## src/rtl/fetch_unit.sv

```systemverilog
// Instruction-fetch stage: PC ownership, single-outstanding imem fetch, output register + skid buffer.
// Optional FETCH_MISALIGN_TRAP_EN: misaligned redirect targets are rejected and flagged on misalign_err.
module fetch_unit #(
   parameter logic [31:0] RESET_PC  = 32'h0000_0000,
   parameter logic [31:0] NOP_INSTR = 32'h0000_0013
) (
   input  logic        clk,
   input  logic        rst,
   input  logic        pc_src,
   input  logic [31:0] pc_addr,
   input  logic        stall,
   output logic        imem_req,
   output logic [31:0] imem_addr,
   input  logic        imem_ready,
   input  logic        imem_rvalid,
   input  logic [31:0] imem_rdata,
   output logic        if_valid,
   output logic [31:0] if_pc,
   output logic [31:0] if_instr,
   output logic        misalign_err
);

   // imem handshake: a request is accepted on an edge where imem_req and imem_ready are both high;
   // exactly one imem_rvalid follows each accepted request, at least one cycle later.
   typedef enum logic {S_REQ, S_WAIT} state_t;

   state_t      state, state_nxt;
   logic [31:0] pc;
   logic [31:0] req_pc;
   logic        drop;
   logic        skid_valid;
   logic [31:0] skid_pc;
   logic [31:0] skid_instr;
   logic        accept;
   logic        redirect;
   logic        deliver;

`ifdef FETCH_MISALIGN_TRAP_EN
   assign redirect = pc_src & (pc_addr[1:0] == 2'b00);

   always_ff @(posedge clk or posedge rst) begin
      if (rst) misalign_err <= 1'b0;
      else     misalign_err <= pc_src & (pc_addr[1:0] != 2'b00);
   end
`else
   assign redirect     = pc_src;
   assign misalign_err = 1'b0;
`endif

   assign imem_addr = pc;
   assign accept    = imem_req & imem_ready;
   assign deliver   = (state == S_WAIT) & imem_rvalid & ~drop & ~redirect;

   always_ff @(posedge clk or posedge rst) begin
      if (rst) state <= S_REQ;
      else     state <= state_nxt;
   end

   always_comb begin
      state_nxt = state;
      imem_req  = 1'b0;
      case (state)
         S_REQ: begin
            // A full skid means nowhere to put another response, so stop fetching.
            imem_req = ~skid_valid & ~rst;
            if (imem_req && imem_ready) state_nxt = S_WAIT;
         end
         S_WAIT: begin
            if (imem_rvalid) state_nxt = S_REQ;
         end
         default: state_nxt = S_REQ;
      endcase
   end

   always_ff @(posedge clk or posedge rst) begin
      if (rst) begin
         pc         <= RESET_PC;
         req_pc     <= RESET_PC;
         drop       <= 1'b0;
         if_valid   <= 1'b0;
         if_pc      <= 32'h0;
         if_instr   <= NOP_INSTR;
         skid_valid <= 1'b0;
         skid_pc    <= 32'h0;
         skid_instr <= NOP_INSTR;
      end else begin
         if (accept) req_pc <= pc;
         if (redirect) begin
            pc         <= pc_addr & ~32'h3;
            if_valid   <= 1'b0;
            if_instr   <= NOP_INSTR;
            skid_valid <= 1'b0;
            // The in-flight (or just-accepted) fetch is wrong-path; a coincident rvalid is simply discarded.
            if (accept || (state == S_WAIT && !imem_rvalid)) drop <= 1'b1;
            else if (state == S_WAIT && imem_rvalid)         drop <= 1'b0;
         end else begin
            if (accept) pc <= pc + 32'd4;
            if (state == S_WAIT && imem_rvalid) drop <= 1'b0;
            if (!stall && skid_valid) begin
               if_valid   <= 1'b1;
               if_pc      <= skid_pc;
               if_instr   <= skid_instr;
               skid_valid <= 1'b0;
            end else if (deliver) begin
               if (!if_valid || !stall) begin
                  if_valid <= 1'b1;
                  if_pc    <= req_pc;
                  if_instr <= imem_rdata;
               end else begin
                  skid_valid <= 1'b1;
                  skid_pc    <= req_pc;
                  skid_instr <= imem_rdata;
               end
            end else if (!stall) begin
               if_valid <= 1'b0;
            end
         end
      end
   end

endmodule

```

## config.mk

```make
export PLATFORM = sky130hd
export DESIGN_NAME = fetch_unit
export DESIGN_NICKNAME = d
export VERILOG_FILES = /design/src/rtl/fetch_unit.sv
export SDC_FILE = /design/constraint.sdc
export NUM_CORES = 1
export LEC_CHECK = 0
export CAP_MARGIN = 25
export CORE_MARGIN = 5
export CORE_UTILIZATION = 35
export DETAILED_ROUTE_END_ITERATION = 7
export GPL_TIMING_DRIVEN = 0
export PLACE_DENSITY_LB_ADDON = 0.1
export SETUP_SLACK_MARGIN = 0.1
export SYNTH_ARGS = -nofsm -noshare
export SYNTH_HDL_FRONTEND = slang
export SYNTH_SLANG_ARGS = --single-unit
```

## constraint.sdc

```tcl
create_clock -name clk -period 7 [get_ports clk]
set_input_delay 1.05 -clock clk [delete_from_list [all_inputs] [get_ports clk]]
set_output_delay 1.05 -clock clk [all_outputs]
set_load 0.02 [all_outputs]
```

==> results by group <==
Placed design
  – Post-place instance area: 0.01044 mm²
  – Port buffer count: 160
  – Global placer's final weighted congestion: between 0.7 and 0.8
  – Detailed Place HPWL: between 15000 and 20000 µm

Setup path
  – Master of the slowest instance on the critical path: sky130_fd_sc_hd__clkdlybuf4s50_1
  – Peak fanout along the critical path: 3
  – Startpoint-to-endpoint class of the critical path: in -> out
  – Type of element launching the critical path: primary input
  – Delay of the slowest cell on the worst path: 630 ps
  – Sequence of cells on the critical path: clkdlybuf4s50_1 > nor3_1 > clkdlybuf4s50_1
  – Type of element capturing the critical path: output pin
  – Data required time at the worst endpoint: 5950 ps
  – Worst EP arrival: 2490 ps
  – CP most frequent cell: sky130_fd_sc_hd__clkdlybuf4s50_1

Floorplanning
  – Die Span X: approximately 160 µm
  – Die outline area: 0.02716 mm²
  – I/O pin count: ~170
  – Starting Density: 35.62%
  – Std-Cell Rows: 56
  – Core Region: 0.02354 mm²
  – Y dimension of the die: roughly 160 µm

Yosys
  – Post-synth EDFFs: 0
  – Flops & latches, synth: 188
  – Synthesized instance count: roughly 740
  – Synthesis warning total: 0
  – Average cell area after synthesis: 11.27 µm²
  – Synth async-reset ratio: 100.0%
  – Seq/Total Area, Yosys: 56.18%
  – Cell area after synthesis: 0.008387 mm²
  – Number of distinct library cells after synthesis: 47
  – Dominant synthesized flop cell: sky130_fd_sc_hd__dfrtp_1

Drt
  – Routed length per instance: about 19 µm
  – Post-route DRC: 0
  – DRT iter0 DRCs: approximately 410
  – Routed Wire Length: 23820 µm
  – Via total after detailed routing: 6445
  – Post-route ant nets: 0
  – TritonRoute pass-1 iters: 4
  – Vias per std cell: 5.115

STA
  – Sum Neg Setup Slack: 0 ps
  – Achievable clock frequency: 282.3 MHz
  – Max-slew violation count: 0
  – Final period demand of the worst path: 3542 ps
  – Final number of hold-violating endpoints: 0
  – Final cycle utilization of the critical path: 50.60%
  – Slew of the pin with the lowest slew margin: 836.6 ps
  – Worst-case clock skew: ~11 ps
  – Final Setup Violations: 0
  – Worst relative slew slack: 44.23%
  – RSZ-0062 raised after global routing: false

CTS
  – Clock latency of the later-clocked register in the worst-skew pair: about 430 ps
  – Clk slew on worst S/H paths: ~70 ps
  – Num CTS Buffers: 17
  – CTS Hold Bufs: 0
  – Clock Tree Root: sky130_fd_sc_hd__clkbuf_16
  – Clk buf depth: 2
  – Cts repair resizes: 0
  – CTS H-Tree Depth: 4
  – Clock tree from TritonCTS: done
  – Total clock sinks: approximately 190
  – Post-CTS Setup Bufs: 0

Layout
  – Layout Area Growth over Synthesis: 31.31%
  – FF+latch area: 0.004712 mm²
  – Design area: 0.01101 mm²
  – Number of nets at the end of the flow: 999
  – Fraction of layout cells with a size suffix above 1: 17.32%
  – Area of the multi-input gates: 0.003385 mm²
  – Filler cell count in the final layout: about 2200
  – Antenna Diode Count: 0

Power and ir drop
  – Share of total power in combinational logic: 23.7%
  – Power share of the sequential group: 45.4%
  – Switching portion of total power: a little under a third
  – Clock power frac: 30.9%
  – PwrDens: 278.6 mW/mm²
  – Leakage power of the design: 4.870 nW
  – Sw power: 952.0 µW
  – Worst vdd rail ir drop: 0.1183 mV
  – Internal Power: 2.116 mW

Global routing
  – Initial antenna violation count: 0
  – Via count of the first global-routing pass: 6592
  – Maximum number of pins on one net before global-route repair: 108
  – Total congestion overflow: 0
  – Overall fraction of global-route tracks in use: 18.19%
  – First-pass GRT wire length: 38070 µm

Job
  – Max-Cap Viols: 0

Status
  – Run status: complete, no violations

Hold path
  – Min-Delay Path Class: reg -> reg
[final cells by class]
type                            count  share of cell area (%)
Buffer                             60                   2.465
Clock buffer                       19                   4.113
Clock inverter                     13                   1.113
Inverter                            9                  0.3749
Multi-Input combinational cell    491                   30.73
Sequential cell                   188                   42.79
Tap cell                          319                   3.624
Timing Repair Buffer              161                   14.79
[placed cells by master, fill, tap and decap left out, types with 3 or more instances in the layout]
| master | count |
|---|---|
| sky130_fd_sc_hd__buf_4 | 5 |
| sky130_fd_sc_hd__buf_2 | 16 |
| sky130_fd_sc_hd__clkbuf_1 | 36 |
| sky130_fd_sc_hd__dfrtp_1 | 182 |
| sky130_fd_sc_hd__inv_1 | 7 |
| sky130_fd_sc_hd__clkinv_4 | 5 |
| sky130_fd_sc_hd__or4_1 | 17 |
| sky130_fd_sc_hd__nor2_1 | 53 |
| sky130_fd_sc_hd__xor2_1 | 5 |
| sky130_fd_sc_hd__clkbuf_16 | 17 |
| sky130_fd_sc_hd__o31ai_1 | 13 |
| sky130_fd_sc_hd__nand4_1 | 9 |
| sky130_fd_sc_hd__inv_8 | 5 |
| sky130_fd_sc_hd__mux2i_1 | 31 |
| sky130_fd_sc_hd__a31oi_1 | 17 |
| sky130_fd_sc_hd__nand2_1 | 87 |
| sky130_fd_sc_hd__and4_1 | 5 |
| sky130_fd_sc_hd__mux2_2 | 92 |
| sky130_fd_sc_hd__o21ai_0 | 74 |
| sky130_fd_sc_hd__clkdlybuf4s50_1 | 160 |
| sky130_fd_sc_hd__and3_1 | 4 |
| sky130_fd_sc_hd__inv_6 | 3 |
| sky130_fd_sc_hd__a311oi_1 | 29 |
| sky130_fd_sc_hd__a21oi_1 | 4 |
| sky130_fd_sc_hd__o211ai_1 | 4 |
| sky130_fd_sc_hd__dfstp_2 | 6 |
| sky130_fd_sc_hd__conb_1 | 5 |
| sky130_fd_sc_hd__nand4_2 | 3 |
| sky130_fd_sc_hd__nand3_1 | 14 |
| sky130_fd_sc_hd__nor3_1 | 3 |
[worst max-delay path, delay by kind of cell]
family | cells | cell delay, ps
buffers and inverters | 2 | 1190
and+or+nand+nor | 1 | 250
[worst paths after layout]
check,from,endpoint,slack (ps),cells past startpoint
worst min-delay path,drop,drop,500,1
max in group asynchronous,rst,skid_instr[31],4880,3
worst max-delay path,rst,imem_req,3460,3
worst min register to register,drop,drop,500,1
min in group asynchronous,rst,imem_addr[4],1200,2
worst max register to register,skid_valid,imem_addr[20],4480,5
[logic make-up (layout without fill, tap and decap cells)]
logic type,Yosys count,after routing,share of synthesized area [%]
simple gates,208,208,12.13
flops,188,188,56.18
compound gates,147,147,11.07
mux,123,123,16.05
buf+inv,69,262,3.640
xor+xnor,7,7,0.7310
fa+ha+maj,1,1,0.1492
other cells,1,5,0.04471
[layer usage]
metal	vias up	track usage, %	share of wire (%)
met4	0	4.839	1.2
met1	3207	25.86	47
li1	3045	-	-
met3	17	3.619	6.2
met5	-	0	0
met2	176	28.55	46
[through the flow]
step | setup slack (ps) | power (mW) | instances | hold slack [ps] | utilization [%]
after floorplan | 846.1 | 1.765 | 748 | 465.2 | -
after global placement | -2108 | 2.145 | 1227 | 487.4 | 44.19
after detailed placement | 3284 | 2.155 | 1228 | 488.2 | 44.33
after CTS | 3449 | 3.114 | 1260 | 504.9 | 46.78
after global routing | 3382 | 3.240 | 1260 | 514.6 | 46.78
final | 3458 | 3.068 | 1260 | 504.0 | 46.78
[power by group through the flow]
stage	logic [mW]	registers, mW	clock network (mW)
after floorplan	0.241	1.52	0
final	0.727	1.39	0.948
after global placement	0.728	1.42	0
after global routing	0.792	1.42	1.03
after CTS	0.740	1.40	0.977
after detailed placement	0.738	1.42	0
[state kept, by name (all words and copies together) (netlist names)]
name,flops
if_valid,1
skid_valid,1
drop,1
state,1
skid_instr,32
imem_addr,30
if_instr,32
if_pc,30
skid_pc,30
req_pc,30
[synth_stat cells (all sizes together) (2+ instances only)]
cell type / n / area share (%)
xnor2: 2 / 0.21
a21oi: 4 / 0.24
mux2i: 31 / 3.7
nor3: 3 / 0.18
o211ai: 4 / 0.36
and4: 6 / 0.64
nand3: 14 / 0.84
nor4b: 2 / 0.39
nand4: 12 / 1.1
buf: 24 / 1.6
a31oi: 17 / 1.3
a311oi: 29 / 3.0
nor2: 53 / 2.4
inv: 8 / 0.36
or3: 4 / 0.39
nand2: 87 / 3.9
dfstp: 6 / 1.9
and3: 4 / 0.30
or4: 17 / 1.5
xor2: 5 / 0.52
a21o: 2 / 0.18
o21ai: 74 / 4.4
clkbuf: 36 / 1.6
o31ai: 13 / 1.2
dfrtp: 182 / 54
mux2: 92 / 12
Power figures use the tool's default switching activity.
